## src/rtl/jump_target_unit.sv

```systemverilog
`default_nettype none
// ============================================================================
// Module      : jump_target_unit
// Description : Registered jump/branch target generator for the ID stage.
//               Four modes (J, JAL, BRANCH, JR) produce a target address one
//               cycle after an accepted request. A circular return-address
//               stack (RAS) records JAL link addresses; JR returns compare
//               their register operand against the RAS top and pop it.
//
// Ports       : i_clock        rising-edge clock
//               i_reset        asynchronous, active-low reset
//               i_enable       0 = stall: outputs and RAS hold
//               i_flush        discard the current request (beats i_enable)
//               i_valid        request present
//               i_mode         00 J, 01 JAL, 10 BRANCH, 11 JR
//               i_is_ret       JR is a return through $31
//               i_inst         instruction index / branch offset field
//               i_next_pc      PC+4 of the jump/branch
//               i_rs_data      register operand for JR
//               o_target       computed target
//               o_link         link address (JAL only)
//               o_valid        o_target/o_link valid
//               o_pred_target  RAS top seen by a JR-return (0 if empty)
//               o_pred_hit     JR-return whose RAS top matched i_rs_data
//               o_ras_count    live RAS entries
//
// Revision    : 1.0 - initial release
// ============================================================================
module jump_target_unit #(
  parameter int NB_PC         = 32,
  parameter int NB_ADDR       = 26,
  parameter int NB_UPPER_PC   = 4,
  parameter int NB_LOWER_BITS = 2,
  parameter int NB_IMM        = 16,
  parameter int RAS_DEPTH     = 4
) (
  input  logic                             i_clock,
  input  logic                             i_reset,
  input  logic                             i_enable,
  input  logic                             i_flush,
  input  logic                             i_valid,
  input  logic [1:0]                       i_mode,
  input  logic                             i_is_ret,
  input  logic [NB_ADDR-1:0]               i_inst,
  input  logic [NB_PC-1:0]                 i_next_pc,
  input  logic [NB_PC-1:0]                 i_rs_data,
  output logic [NB_PC-1:0]                 o_target,
  output logic [NB_PC-1:0]                 o_link,
  output logic                             o_valid,
  output logic [NB_PC-1:0]                 o_pred_target,
  output logic                             o_pred_hit,
  output logic [$clog2(RAS_DEPTH+1)-1:0]   o_ras_count
);

  localparam int c_NB_PTR = (RAS_DEPTH > 1) ? $clog2(RAS_DEPTH) : 1;
  localparam int c_NB_CNT = $clog2(RAS_DEPTH + 1);

  localparam logic [c_NB_PTR-1:0] c_LAST_PTR  = c_NB_PTR'(RAS_DEPTH - 1);
  localparam logic [c_NB_CNT-1:0] c_FULL_CNT  = c_NB_CNT'(RAS_DEPTH);

  localparam logic [1:0] c_MODE_J      = 2'b00;
  localparam logic [1:0] c_MODE_JAL    = 2'b01;
  localparam logic [1:0] c_MODE_BRANCH = 2'b10;
  localparam logic [1:0] c_MODE_JR     = 2'b11;

  // --------------------------------------------------------------------------
  // State
  // --------------------------------------------------------------------------
  logic [NB_PC-1:0]    r_ras [RAS_DEPTH];
  // r_wr_ptr is the slot the next push lands in; the top is the slot before
  // it. When the stack is full, r_wr_ptr already points at the oldest entry,
  // so a push naturally overwrites it.
  logic [c_NB_PTR-1:0] r_wr_ptr;
  logic [c_NB_CNT-1:0] r_count;

  logic [NB_PC-1:0]    r_target;
  logic [NB_PC-1:0]    r_link;
  logic                r_valid;
  logic [NB_PC-1:0]    r_pred_target;
  logic                r_pred_hit;

  // --------------------------------------------------------------------------
  // Combinational target generation and RAS control
  // --------------------------------------------------------------------------
  logic                w_accept;
  logic                w_push;
  logic                w_pop;
  logic                w_ras_empty;
  logic [c_NB_PTR-1:0] w_top_ptr;
  logic [c_NB_PTR-1:0] w_next_wr_ptr;
  logic [NB_PC-1:0]    w_ras_top;
  logic [NB_PC-1:0]    w_jump_target;
  logic [NB_PC-1:0]    w_imm_ext;
  logic [NB_PC-1:0]    w_branch_target;
  logic [NB_PC-1:0]    w_jr_target;
  logic [NB_PC-1:0]    w_target;

  assign w_accept    = i_valid & i_enable & ~i_flush;
  assign w_push      = w_accept & (i_mode == c_MODE_JAL);
  assign w_pop       = w_accept & (i_mode == c_MODE_JR) & i_is_ret;
  assign w_ras_empty = (r_count == '0);

  // Explicit wrap so non-power-of-two depths index correctly.
  assign w_top_ptr     = (r_wr_ptr == '0)         ? c_LAST_PTR : r_wr_ptr - c_NB_PTR'(1);
  assign w_next_wr_ptr = (r_wr_ptr == c_LAST_PTR) ? '0         : r_wr_ptr + c_NB_PTR'(1);
  assign w_ras_top     = r_ras[w_top_ptr];

  assign w_jump_target   = {i_next_pc[NB_PC-1 -: NB_UPPER_PC], i_inst, {NB_LOWER_BITS{1'b0}}};
  assign w_imm_ext       = {{(NB_PC-NB_IMM){i_inst[NB_IMM-1]}}, i_inst[NB_IMM-1:0]};
  assign w_branch_target = i_next_pc + (w_imm_ext << NB_LOWER_BITS);
  assign w_jr_target     = {i_rs_data[NB_PC-1:NB_LOWER_BITS], {NB_LOWER_BITS{1'b0}}};

  always_comb begin
    w_target = '0;
    case (i_mode)
      c_MODE_J, c_MODE_JAL: w_target = w_jump_target;
      c_MODE_BRANCH:        w_target = w_branch_target;
      c_MODE_JR:            w_target = w_jr_target;
      default:              w_target = '0;
    endcase
  end

  // --------------------------------------------------------------------------
  // Return-address stack
  // --------------------------------------------------------------------------
  always_ff @(posedge i_clock or negedge i_reset) begin
    if (!i_reset) begin
      for (int i = 0; i < RAS_DEPTH; i++) begin
        r_ras[i] <= '0;
      end
    end else if (w_push) begin
      r_ras[r_wr_ptr] <= i_next_pc;
    end
  end

  always_ff @(posedge i_clock or negedge i_reset) begin
    if (!i_reset) begin
      r_wr_ptr <= '0;
      r_count  <= '0;
    end else if (w_push) begin
      r_wr_ptr <= w_next_wr_ptr;
      if (r_count != c_FULL_CNT) begin
        r_count <= r_count + c_NB_CNT'(1);
      end
    end else if (w_pop && !w_ras_empty) begin
      r_wr_ptr <= w_top_ptr;
      r_count  <= r_count - c_NB_CNT'(1);
    end
  end

  // --------------------------------------------------------------------------
  // Output registers
  // --------------------------------------------------------------------------
  always_ff @(posedge i_clock or negedge i_reset) begin
    if (!i_reset) begin
      r_target      <= '0;
      r_link        <= '0;
      r_valid       <= 1'b0;
      r_pred_target <= '0;
      r_pred_hit    <= 1'b0;
    end else if (i_flush) begin
      // Kill the request; address outputs keep their last value.
      r_valid    <= 1'b0;
      r_pred_hit <= 1'b0;
    end else if (i_enable) begin
      if (i_valid) begin
        r_target <= w_target;
        r_link   <= (i_mode == c_MODE_JAL) ? i_next_pc : '0;
        r_valid  <= 1'b1;
        if (w_pop && !w_ras_empty) begin
          r_pred_target <= w_ras_top;
          r_pred_hit    <= (w_ras_top == i_rs_data);
        end else begin
          r_pred_target <= '0;
          r_pred_hit    <= 1'b0;
        end
      end else begin
        r_target      <= '0;
        r_link        <= '0;
        r_valid       <= 1'b0;
        r_pred_target <= '0;
        r_pred_hit    <= 1'b0;
      end
    end
  end

  assign o_target      = r_target;
  assign o_link        = r_link;
  assign o_valid       = r_valid;
  assign o_pred_target = r_pred_target;
  assign o_pred_hit    = r_pred_hit;
  assign o_ras_count   = r_count;

endmodule
`default_nettype wire

```

## config.mk

```make
export PLATFORM = sky130hd
export DESIGN_NAME = jump_target_unit
export DESIGN_NICKNAME = d
export VERILOG_FILES = /design/src/rtl/jump_target_unit.sv
export SDC_FILE = /design/constraint.sdc
export NUM_CORES = 1
export LEC_CHECK = 0
export CAP_MARGIN = 20
export CORE_MARGIN = 1
export CORE_UTILIZATION = 40
export DETAILED_ROUTE_END_ITERATION = 8
export SLEW_MARGIN = 20
export SYNTH_ARGS = -nofsm -noshare
export SYNTH_HDL_FRONTEND = slang
export SYNTH_SLANG_ARGS = --single-unit
export TNS_END_PERCENT = 1
```

## constraint.sdc

```tcl
create_clock -name i_clock -period 4.9 [get_ports i_clock]
set_input_delay 0.49 -clock i_clock [delete_from_list [all_inputs] [get_ports i_clock]]
set_output_delay 0.49 -clock i_clock [all_outputs]
set_load 0.01 [all_outputs]
```

==> results by group <==
Route
  – # DRC: 0
  – Routed via count: between 8000 and 9000
  – Routed len/inst: 23.2 µm
  – Detailed Route Iter0 Violations: 553
  – Vias/cell: ~5.6
  – DRT Pass-1 Iters: 5
  – Detail Route Antenna Nets: 0
  – Routed wire length: about 36000 µm

Timing
  – TNS Setup: 0 ns
  – Max Slew Vio Count: 0
  – Slew headroom: between 30% and 40%
  – Fin crit share: approximately three quarters
  – Final-report hold violation count: 0
  – Slew @ Worst Pin: roughly 1 ns
  – Final clock skew: approximately 0.0066 ns
  – F_max: 0.271 GHz
  – RSZ-0062 raised after global routing: no
  – Minimum clock period after layout: ~3.7 ns
  – Final setup fails: 0

Critical path
  – Worst path max stage delay: ~0.57 ns
  – Worst-path fanout max: 15
  – Crit-path cells: inv_1 > ha_1 > nor2_4 > buf_12 > mux4_2 > xnor2_1 > nand4_1 > nor4_1 > nand4_1 > o21ai_0
  – Worst setup SP type: flip-flop
  – CP arrival: 4.15 ns
  – Worst Path Required: between 5 and 6 ns
  – CP Capture Type: flip-flop
  – Worst setup path category: reg -> reg
  – Cell mode on critical path: nand4_1
  – Worst path slowest cell: mux4_2

Power
  – VDD IR max: approximately 350 µV
  – Internal power: ~4.8 mW
  – P_sw: 2.17 mW
  – Comb pwr share: ~32%
  – Clk pwr share: 31.2%
  – PwrDens: ~460 nW/µm²
  – Net Sw Frac: 31.1%
  – Lkg Pwr: between 6 and 7 nW
  – Sequential power share: 36.7%

Clocking
  – CTS H-Tree Depth: 1
  – CTS root buf: clkbuf_16
  – Post CTS Setup Buffer Count: 0
  – CTS tree: done
  – Clk sink count: 231
  – CTS clk-pin slew, worst paths: approximately 0.06 ns
  – Clock buffer depth: 3
  – Skew-Pair Late Insertion Delay: 0.54 ns
  – CTS buffer count: 26

Global routing
  – GR Layer Usage met2: about two fifths
  – Vias in the first global route: about 9000
  – Met1 global-route usage: between 30% and 40%
  – Largest net degree at the start of global routing: roughly 140
  – Met3 Use GR: roughly 4.4%
  – GR Overflow Total: 0
  – First-pass GRT wire length: between 50000 and 60000 µm
  – Initial antenna violation count: 0
  – Gr busiest metal: met2
  – Gr usage total: about a quarter

Yosys
  – Cells after synthesis: 949
  – Yosys warns: 0
  – Post-synthesis async set-or-reset flop share: 100%
  – Leading register cell type out of synthesis: dfrtp_1
  – Post-Syn Area: 11700 µm²
  – Post-synthesis sequential area ratio: about 50%
  – Syn nets: 1082
  – Synthesized flop and latch total: 231
  – Post-synth EDFFs: 0
  – Mean post-synth cell area: around 12 µm²
  – Synth cell types: 66

Status
  – Status: finished, final reports clean

Finish
  – Layout cell share with drive strength beyond 1: a little over a fifth
  – Nets: between 1000 and 1500
  – Footprint of the multi-input gates: around 5700 µm²
  – Core Util, Final: between 50% and 60%
  – Register area: 5780 µm²
  – Fillers: 2504
  – Antenna Cells: 0
  – Area grow syn2layout: 28.9%

Placed design
  – Dpl hpwl: approximately 25000 µm
  – Global placer's final weighted congestion: 0.879
  – IO Port Bufs: just under 200

Die
  – Starting Density: 40.8%
  – Die ar.: 30000 µm²
  – DIE WIDTH: approximately 170 µm
  – I/O pins: a little under 200
  – Row cnt: 62
  – Core area: ~29000 µm²
  – DIE HEIGHT: about 170 µm

Job
  – Max-cap viol count: 0

Worst hold path
  – Hold Path Class: reg -> reg
-- worst paths after layout --
path | start | end | cells past startpoint | slack, ns
min reg2reg | o_target[14] | o_target[14] | 2 | 0.48
max in group asynchronous | i_reset | r_ras[7] | 3 | 3.15
max reg2reg | r_wr_ptr[0] | o_pred_hit | 10 | 1.20
min in group asynchronous | i_reset | r_ras[50] | 2 | 0.56
max | r_wr_ptr[0] | o_pred_hit | 10 | 1.20
min | o_target[14] | o_target[14] | 2 | 0.48
-- metrics by stage --
step | setup slack [ns] | hold slack, ns | cell area, µm² | total power, mW | cells
finish | 1.20 | 0.478 | 15100 | 7.00 | 1542
global placement | 1.13 | 0.460 | 14200 | 4.83 | 1495
CTS | 1.14 | 0.484 | 15100 | 7.06 | 1542
detailed placement | 1.13 | 0.471 | 14200 | 4.85 | 1495
global route | 0.899 | 0.508 | 15100 | 7.33 | 1542
floorplan | 2.08 | 0.194 | 11700 | 3.97 | 949
-- power by group through the flow --
stage / Sequential [mW] / Combinational, mW / Clock [mW]
4_1_cts: 2.57 / 2.27 / 2.23
2_1_floorplan: 2.56 / 1.41 / 0
3_5_place_dp: 2.60 / 2.25 / 0
6_report: 2.57 / 2.24 / 2.19
5_1_grt: 2.63 / 2.40 / 2.30
3_3_place_gp: 2.59 / 2.24 / 0
-- state kept, by name, summed over array words and instances, names as in the netlist --
register       flops
r_ras            128
o_ras_count        3
o_target          32
o_link            32
o_valid            1
o_pred_hit         1
o_pred_target     32
r_wr_ptr           2
-- synthesized netlist by cell type (13+ instances only) --
master / n / share of area, %
o21ai_0: 55 / 2.3
ha_1: 33 / 3.5
inv_1: 13 / 0.42
a22o_1: 65 / 4.9
nand2_1: 62 / 2.0
mux2_2: 125 / 12
dfrtp_1: 231 / 49
buf_1: 17 / 0.54
mux4_2: 32 / 6.1
nor2_1: 35 / 1.1
xnor2_1: 37 / 2.8
nand4_1: 13 / 0.69
a21oi_1: 33 / 1.4
xor2_1: 21 / 1.6
clkbuf_1: 31 / 0.99
-- cell type report --
cell class / instances / area share [%]
flip-flops and latches: 231 / 38.2
inverters: 14 / 0.347
repair buffers: 219 / 14.5
clock buffers: 29 / 4.57
clock inverters: 17 / 1.82
well taps: 384 / 3.18
multi-input cells: 648 / 37.4
-- critical path, delay by kind of cell, from the launching register on --
kind / cells / cell delay (ns)
and+or+nand+nor: 4 / 1.31
muxes: 1 / 0.57
DFF: 1 / 0.43
buffers and inverters: 2 / 0.40
xor gates and xnor gates: 1 / 0.33
AOI/OAI and AO/OA: 1 / 0.28
adders and majority gates: 1 / 0.27
-- repair_timing --
| item | 4_1_cts | 5_1_grt |
|---|---|---|
| hold buffers | 1 | 0 |
| gates resized for setup | 0 | 0 |
| hold endpoints to repair | 16 | 0 |
-- cell usage in the layout (no fill, tap or decap), types with 13 or more instances in the layout --
cell and count:
nand2_1 62, a21oi_1 33, xor2_1 21, a22o_1 65, dfrtp_1 231, nor2_1 33, mux2_2 125, inv_1 13
clkdlybuf4s50_1 196, clkbuf_16 26, ha_1 33, o21ai_0 55, xnor2_1 37, nand4_1 13, buf_4 16, mux4_2 32
-- logic make-up (layout without fill, tap and decap cells) --
family / count (synthesis) / after routing / synth area share [%]
DFF: 231 / 231 / 49.3
buffers and inverters: 70 / 279 / 2.73
AOI/OAI and AO/OA: 242 / 242 / 15.1
and+or+nand+nor: 147 / 147 / 5.79
xor gates and xnor gates: 58 / 58 / 4.33
adders and majority gates: 35 / 35 / 3.86
muxes: 166 / 166 / 18.9
-- per-layer routing --
layer	share of wire [%]	routed length, µm	up-vias
met1	46	16600	4385
met4	1.9	679	0
met5	0	0	-
met3	5.8	2090	42
li1	-	-	3939
met2	46	16400	279
(Power assumes the default switching activity.)
